===== src/rtl/vram_fill_pkg.sv =====
// Shared screen package for the VRAM fill engine: memory geometry, field
// widths, the fill FSM state encoding and the wrapping address helper.
package vram_fill_pkg;

  localparam int VRAM_WORDS = 8192;
  localparam int ADDR_W     = 13;
  localparam int DATA_W     = 16;
  localparam int COUNT_W    = 14;  // one wider than ADDR_W so 8192 fits

  typedef logic [ADDR_W-1:0] vaddr_t;

  typedef enum logic [1:0] {
    ST_IDLE = 2'd0,
    ST_RUN  = 2'd1,
    ST_DONE = 2'd2
  } fill_state_e;

  // Start address plus offset, modulo the VRAM size. The address width
  // equals log2(VRAM_WORDS), so dropping the carry is the wrap.
  function automatic vaddr_t wrap_addr(input vaddr_t base, input vaddr_t offset);
    return vaddr_t'(base + offset);
  endfunction

endpackage


===== src/rtl/vram_fill.sv =====
// VRAM fill engine sharing the VRAM CPU-side port with the CPU.
// The CPU owns the port by default. A pending fill takes the port whenever
// the CPU is idle, or after STARVE_MAX consecutive granted CPU writes.
// Optional build macro: VRAM_FILL_ABORT_EN adds the fill_abort input.
module vram_fill
  import vram_fill_pkg::*;
#(
  parameter int STARVE_MAX = 8
) (
  input  logic               clk,
  input  logic               resetn,
  // CPU side
  input  logic               cpu_load,
  input  logic [ADDR_W-1:0]  cpu_addr,
  input  logic [DATA_W-1:0]  cpu_din,
  output logic               cpu_busy,
  output logic [DATA_W-1:0]  cpu_dout,
  // Fill command
  input  logic               fill_start,
  input  logic [ADDR_W-1:0]  fill_base,
  input  logic [COUNT_W-1:0] fill_count,
  input  logic [DATA_W-1:0]  fill_pattern,
`ifdef VRAM_FILL_ABORT_EN
  input  logic               fill_abort,
`endif
  output logic               fill_busy,
  output logic               fill_done,
  // VRAM CPU-side port
  output logic               vram_load,
  output logic [ADDR_W-1:0]  vram_addr,
  output logic [DATA_W-1:0]  vram_din,
  input  logic               vram_busy,
  input  logic [DATA_W-1:0]  vram_dout
);

  localparam int STARVE_W = (STARVE_MAX < 1) ? 1 : $clog2(STARVE_MAX + 1);
  localparam logic [STARVE_W-1:0] STARVE_LIM = STARVE_W'(STARVE_MAX);

  fill_state_e          state_q,     state_d;
  logic [ADDR_W-1:0]    base_q,      base_d;
  logic [COUNT_W-1:0]   count_q,     count_d;
  logic [DATA_W-1:0]    pattern_q,   pattern_d;
  logic [ADDR_W-1:0]    offset_q,    offset_d;
  logic [STARVE_W-1:0]  starve_q,    starve_d;
  logic                 fill_busy_q, fill_busy_d;
  logic                 fill_done_q, fill_done_d;

  logic abort_req;
  logic fill_grant;
  logic fill_accept;
  logic cpu_accept;
  logic last_word;

`ifdef VRAM_FILL_ABORT_EN
  assign abort_req = fill_abort;
`else
  assign abort_req = 1'b0;
`endif

  // The fill engine is never granted while reset is held, so the CPU keeps
  // a live passthrough even though state_q only clears on the next edge.
  // An abort cycle also withholds the grant, suppressing that fill write.
  assign fill_grant  = resetn && (state_q == ST_RUN) && !abort_req &&
                       (!cpu_load || (starve_q == STARVE_LIM));
  assign fill_accept = fill_grant && !vram_busy;
  assign cpu_accept  = !fill_grant && cpu_load && !vram_busy;
  assign last_word   = ({1'b0, offset_q} == (count_q - 14'd1));

  // Port grant mux: CPU passthrough unless the fill engine holds the port.
  always_comb begin
    vram_load = cpu_load;
    vram_addr = cpu_addr;
    vram_din  = cpu_din;
    if (fill_grant) begin
      vram_load = 1'b1;
      vram_addr = wrap_addr(base_q, offset_q);
      vram_din  = pattern_q;
    end
  end

  // The CPU stalls on a VRAM stall, or when it wants the port but lost it.
  // Read data is passed straight through; during a fill grant it belongs
  // to the fill address and the stalled CPU discards it.
  assign cpu_busy  = vram_busy | (fill_grant & cpu_load);
  assign cpu_dout  = vram_dout;
  assign fill_busy = fill_busy_q;
  assign fill_done = fill_done_q;

  // Next-state logic for the fill FSM, its datapath and the starve counter.
  always_comb begin
    // NOTE: every signal assigned here gets a default first, so no path can
    // leave one unassigned and infer a latch.
    state_d     = state_q;
    base_d      = base_q;
    count_d     = count_q;
    pattern_d   = pattern_q;
    offset_d    = offset_q;
    starve_d    = starve_q;
    fill_done_d = 1'b0;

    unique case (state_q)
      ST_IDLE: begin
        if (fill_start) begin
          if (fill_count != '0) begin
            base_d    = fill_base;
            count_d   = fill_count;
            pattern_d = fill_pattern;
            offset_d  = '0;
            state_d   = ST_RUN;
          end else begin
            // Empty fill: nothing to write, just acknowledge it.
            fill_done_d = 1'b1;
          end
        end
      end
      ST_RUN: begin
        if (abort_req) begin
          state_d = ST_DONE;
        end else if (fill_accept) begin
          offset_d = offset_q + 1'b1;
          starve_d = '0;
          if (last_word) state_d = ST_DONE;
        end else if (cpu_accept && (starve_q != STARVE_LIM)) begin
          starve_d = starve_q + 1'b1;
        end
      end
      ST_DONE: state_d = ST_IDLE;
      default: state_d = ST_IDLE;
    endcase

    // The starve count only means something while a fill is running.
    if (state_d != ST_RUN) starve_d = '0;

    fill_busy_d = (state_d != ST_IDLE);
    if (state_d == ST_DONE) fill_done_d = 1'b1;
  end

  // State and datapath registers with synchronous active-low reset.
  always_ff @(posedge clk) begin
    // NOTE: reset is sampled on the clock edge like any other input, so it
    // sits inside the edge-triggered branch rather than the sensitivity list.
    if (!resetn) begin
      state_q     <= ST_IDLE;
      base_q      <= '0;
      count_q     <= '0;
      pattern_q   <= '0;
      offset_q    <= '0;
      starve_q    <= '0;
      fill_busy_q <= 1'b0;
      fill_done_q <= 1'b0;
    end else begin
      // NOTE: non-blocking assignments so every register samples the values
      // from before this edge, independent of statement order.
      state_q     <= state_d;
      base_q      <= base_d;
      count_q     <= count_d;
      pattern_q   <= pattern_d;
      offset_q    <= offset_d;
      starve_q    <= starve_d;
      fill_busy_q <= fill_busy_d;
      fill_done_q <= fill_done_d;
    end
  end

endmodule


===== config.mk =====
export PLATFORM = sky130hd
export DESIGN_NAME = vram_fill
export DESIGN_NICKNAME = d
export VERILOG_FILES = /design/src/rtl/vram_fill_pkg.sv /design/src/rtl/vram_fill.sv
export SDC_FILE = /design/constraint.sdc
export NUM_CORES = 1
export LEC_CHECK = 0
export CELL_PAD_IN_SITES_DETAIL_PLACEMENT = 1
export CELL_PAD_IN_SITES_GLOBAL_PLACEMENT = 2
export CORE_UTILIZATION = 25
export DETAILED_ROUTE_END_ITERATION = 7
export GPL_ROUTABILITY_DRIVEN = 0
export GPL_TIMING_DRIVEN = 0
export PLACE_DENSITY_LB_ADDON = 0.15
export SYNTH_ARGS = -nofsm -noshare
export SYNTH_HDL_FRONTEND = slang
export SYNTH_SLANG_ARGS = --single-unit

===== constraint.sdc =====
create_clock -name clk -period 3.3 [get_ports clk]
set_clock_uncertainty 0.15 [all_clocks]
set_input_delay 0.33 -clock clk [delete_from_list [all_inputs] [get_ports clk]]
set_output_delay 0.33 -clock clk [all_outputs]
set_load 0.005 [all_outputs]

## After elaboration in Yosys (flattened, before gate mapping)

Cells that the tools add are included.

| operators by class | value |
|---|---|
| multiply operators | 0 |
| div/mod/pow operators | 0 |
| bitwise gates (word level) | 3 |
| magnitude comparators | 0 |
| shifts and indexed selects | 0 |
| muxes and demuxes | 18 |
| reduce and logical (&&, ||, !) cells | 19 |
| equal/unequal tests | 9 |
| $add $sub $neg | 4 |

Operators with widths:

| kind | count |
|---|---|
| $mux W13 | 4 |
| $pmux W13 S2 | 1 |
| $mux W16 | 1 |
| $eq A13 B14 Y1 | 1 |
| $reduce_bool A14 Y1 | 1 |
| $sub A14 B1 Y14 const B | 1 |
| $add A13 B1 Y13 const B | 1 |
| $add A13 B13 Y13 | 1 |
| $mux W2 | 4 |
| $mux W4 | 2 |
| $logic_and A1 B1 Y1 | 6 |
| $ne A2 B2 Y1 const B | 3 |
| $reduce_bool A2 Y1 | 3 |
| $mux W1 | 5 |
| $add A4 B1 Y4 const B | 1 |
| $eq A4 B4 Y1 const B | 1 |
| $ne A4 B4 Y1 const B | 1 |
| $pmux W2 S2 | 1 |
| $reduce_and A4 Y1 | 1 |
| $logic_not A1 Y1 | 3 |
| $reduce_and A3 Y1 | 1 |
| $eq A2 B1 Y1 const B | 1 |
| $eq A2 B2 Y1 const B | 1 |
| $logic_not A2 Y1 | 1 |
| 7 further kinds | 7 |

| storage, ports and cells | value |
|---|---|
| memory bits (read-only) | 0 |
| memories kept | 0 |
| logic and storage cells | 61 |
| RAM bits | 0 |
| bits in latches | 0 |
| output and inout port bits | 49 |
| flip-flop bits (word level) | 64 |
| input bits | 93 |

## Depth between registers and ports, before layout

| depth | value |
|---|---|
| word-level depth | 9 |
| depth in mapped cells | 9 |

## Worst setup path after synthesis

OpenSTA, ideal clock, no wires.

| timing | value |
|---|---|
| path type | register to output |
| from | reg offset_q[0] |
| to | out vram_addr[12] |
| required time | 2.820 ns |
| arrival | 2.158 ns |
| setup slack | 0.662 ns |
| cell stages (with the launch flop) | 10 |
| buffers on the path | 0 |
| path through | dfxtp_1 -> ha_1 -> inv_1 -> fa_1 -> nand2b_1 -> a211oi_1 -> o221a_2 -> o211ai_1 -> a211o_1 -> nand3_1 |

| on the way | value |
|---|---|
| word-level cells in the longest chain between the ends | 2 |

RTL lines:

| element | line | RTL |
|---|---|---|
| from (decl) | vram_fill.sv:43 | `logic [ADDR_W-1:0] offset_q, offset_d;` |
| from (signal assigned) | vram_fill.sv:158 | `offset_q <= offset_d;` |
| $add A13 B13 Y13 | vram_fill_pkg.sv:21 | `return vaddr_t'(base + offset);` |
| $mux W13 | vram_fill.sv:74 | `if (fill_grant) begin` |
| to (decl) | vram_fill.sv:30 | `output logic [ADDR_W-1:0] vram_addr,` |

No other way between the ends.

## Worst setup path after layout

Same ends and word-level chain as after synthesis.

==> metrics.csv <==
metric;value;unit
maxSlewHeadroom;62.3;%
yosysTopAreaCellShare;30.8;%
chipWidth;131;um
report.final.slew_viol_count;0;
rows;46;
setup_viol;0;
power.total;2.15;mW
drive_gt1_share;9.29;%
tightest_slew;0.563;ns
timing_worst_setup_path_type;register to output pin;
track_usage;17.1;%
p_leak;2.43;nW
synth.distinct_cells;61;
cp.arrival;2.68;ns
root_buffer;clkbuf_16;
hpwl;11200;um
wl;13800;um
status;complete, no violations;
p_per_area;358;nW/um^2
nFillCells;1935;
synth_edf_count;0;
die_area;17200;sq um
synthTopCellsByCount;nand2_1 (165), dfxtp_1 (64), a21boi_0 (42), nor2_1 (30), clkbuf_1 (22);
antenna_found_initial;0;
grt_max_degree;11;
cp-start-kind;register;
antenna_cells;0;
syn_to_final_growth;44.8;%
drc_errors;0;
core;16100;sq um
drt_iter0_drc;169;
overflow;0;
ys_ff_latch;64;
synthMostInstantiatedCell;nand2_1;
finalCritPeriodShare;95.7;%
end_kind;output pin;
cts_buffers;9;
grt_pass1_vias;4515;
wire_per_inst;15.3;um
ant_nets;0;
cp.required;2.82;ns
clock_latency;0.33;ns
dr.pass1.iters;4;
synth_fp_nets;658;
postSynthAreaPerCell;7.59;sq um
yosysSeqAreaShare;30.8;%
htreeDepth;3;
synth_area;4160;sq um
nets;796;
holdWs;0.316;ns
peakVddDrop;0.224;mV
grt_pass1_wl;22500;um
dieHeight;131;um
ys.flop_type;dfxtp_1;
cts_tree;done;
clk_path_buf_depth;2;
clk_pin_slew;0.05;ns
yosys-top-cells-area;dfxtp_1 (31%), nand2_1 (15%), a21boi_0 (7.6%);
worstPathMaxFanout;3;
start_util;25.9;%
final_core_util;37.5;%
via_count;4248;
period_minus_slack;3.16;ns
clock.fmax;317;MHz
io_buffers;125;
rsz0062_at_grt;false;
cap_violations;0;
async_reset_ff_share;0;%
viasPerCell;4.69;
ys_warn_count;0;
netlist.top_cell.by_area;dfxtp_1;
hold_violations;0;
hold_path_class;register to register;
io_pins;142;
syn_inst;548;
cts_sinks;64;
timing repair:
item | CTS | global route
setup endpoints to repair | 30 | 25
pin swaps | 2 | 2
hold buffers | 0 | 0
buffers inserted | 1 | 2
cloned | 0 | 0
gates resized for setup | 22 | 4
metrics by stage:
step	worst slack [ns]	setup TNS, ns	std cells	instance area, sq um
after floorplan	0.662	0	548	4160
after global placement	-0.270	-2.71	889	5680
after detailed placement	-0.303	-3.11	889	5680
after CTS	0.00388	0	903	6000
after global routing	0.00790	0	905	6020
final	0.142	0	905	6020
report_power, final:
group          internal [mW]  switching (mW)
combinational          0.264           0.203
clock                  0.519           0.331
sequential             0.808          0.0282
total                   1.59           0.562
flip-flops by register name, summed over array words and instances, names as in the netlist:
| register | cells |
|---|---|
| offset_q | 13 |
| starve_q | 4 |
| count_q | 14 |
| fill_busy | 1 |
| state_q | 2 |
| fill_done | 1 |
| base_q | 13 |
| pattern_q | 16 |
worst max-delay path, stage by stage, from the launching register on:
cell,delay [ns]
dfxtp_4,0.35
ha_2,0.18
inv_1,0.05
fa_2,0.34
nand2b_4,0.17
a211oi_4,0.28
o221a_4,0.26
o211ai_1,0.11
a211o_1,0.28
nand3_1,0.08
dlygate4sd2_1,0.25
final timing paths:
kind           startpoint             to  slack (ns)  depth (start not counted)
max           offset_q[0]  vram_addr[12]        0.14                         10
min          pattern_q[1]   pattern_q[1]        0.32                          2
max reg2reg   starve_q[0]    offset_q[4]        0.65                          9
min reg2reg  pattern_q[1]   pattern_q[1]        0.32                          2
metal layers:
layer | track usage, % | wire [um] | up-vias | share of wire, %
met5 | 0 | 0 | - | 0
met4 | 3.85 | 108 | 0 | 0.78
met3 | 3.95 | 574 | 7 | 4.1
met2 | 31.0 | 6790 | 95 | 49
met1 | 20.4 | 6370 | 2030 | 46
li1 | - | - | 2116 | -
cell families after synthesis:
family	after synthesis	share of synthesized area, %
multiplexers	6	1.44
XOR/XNOR	35	7.37
buffers and inverters	59	8.24
adder cells (fa/ha/maj)	17	5.29
flip-flops	64	30.8
AND/OR/NAND/NOR	265	29.2
AO/OA/AOI/OAI	102	17.7
cell usage in the layout (no fill, tap or decap), types with 7 or more instances in the layout:
cell / instances
inv_1: 13
clkbuf_16: 9
nor3_1: 12
xnor2_1: 18
xor2_1: 17
a21boi_0: 42
nand2_1: 165
clkdlybuf4s50_1: 121
nor2_1: 28
o21ai_0: 14
buf_4: 20
clkbuf_1: 19
nor4_1: 7
nand3_1: 9
dfxtp_1: 61
ha_1: 14
a21oi_1: 10
area by class of cell:
class	instances	area [sq um]	share of cell area (%)
multi-input combinational	425	2590	43.0
tap	216	270	4.49
inverter	13	48.8	0.810
timing repair buffer	128	1270	21.1
buffer	45	299	4.97
sequential	64	1290	21.4
clock buffer	13	250	4.16
clock inverter	1	5.00	0.0831
No activity file was read; power rests on OpenSTA's default activity.
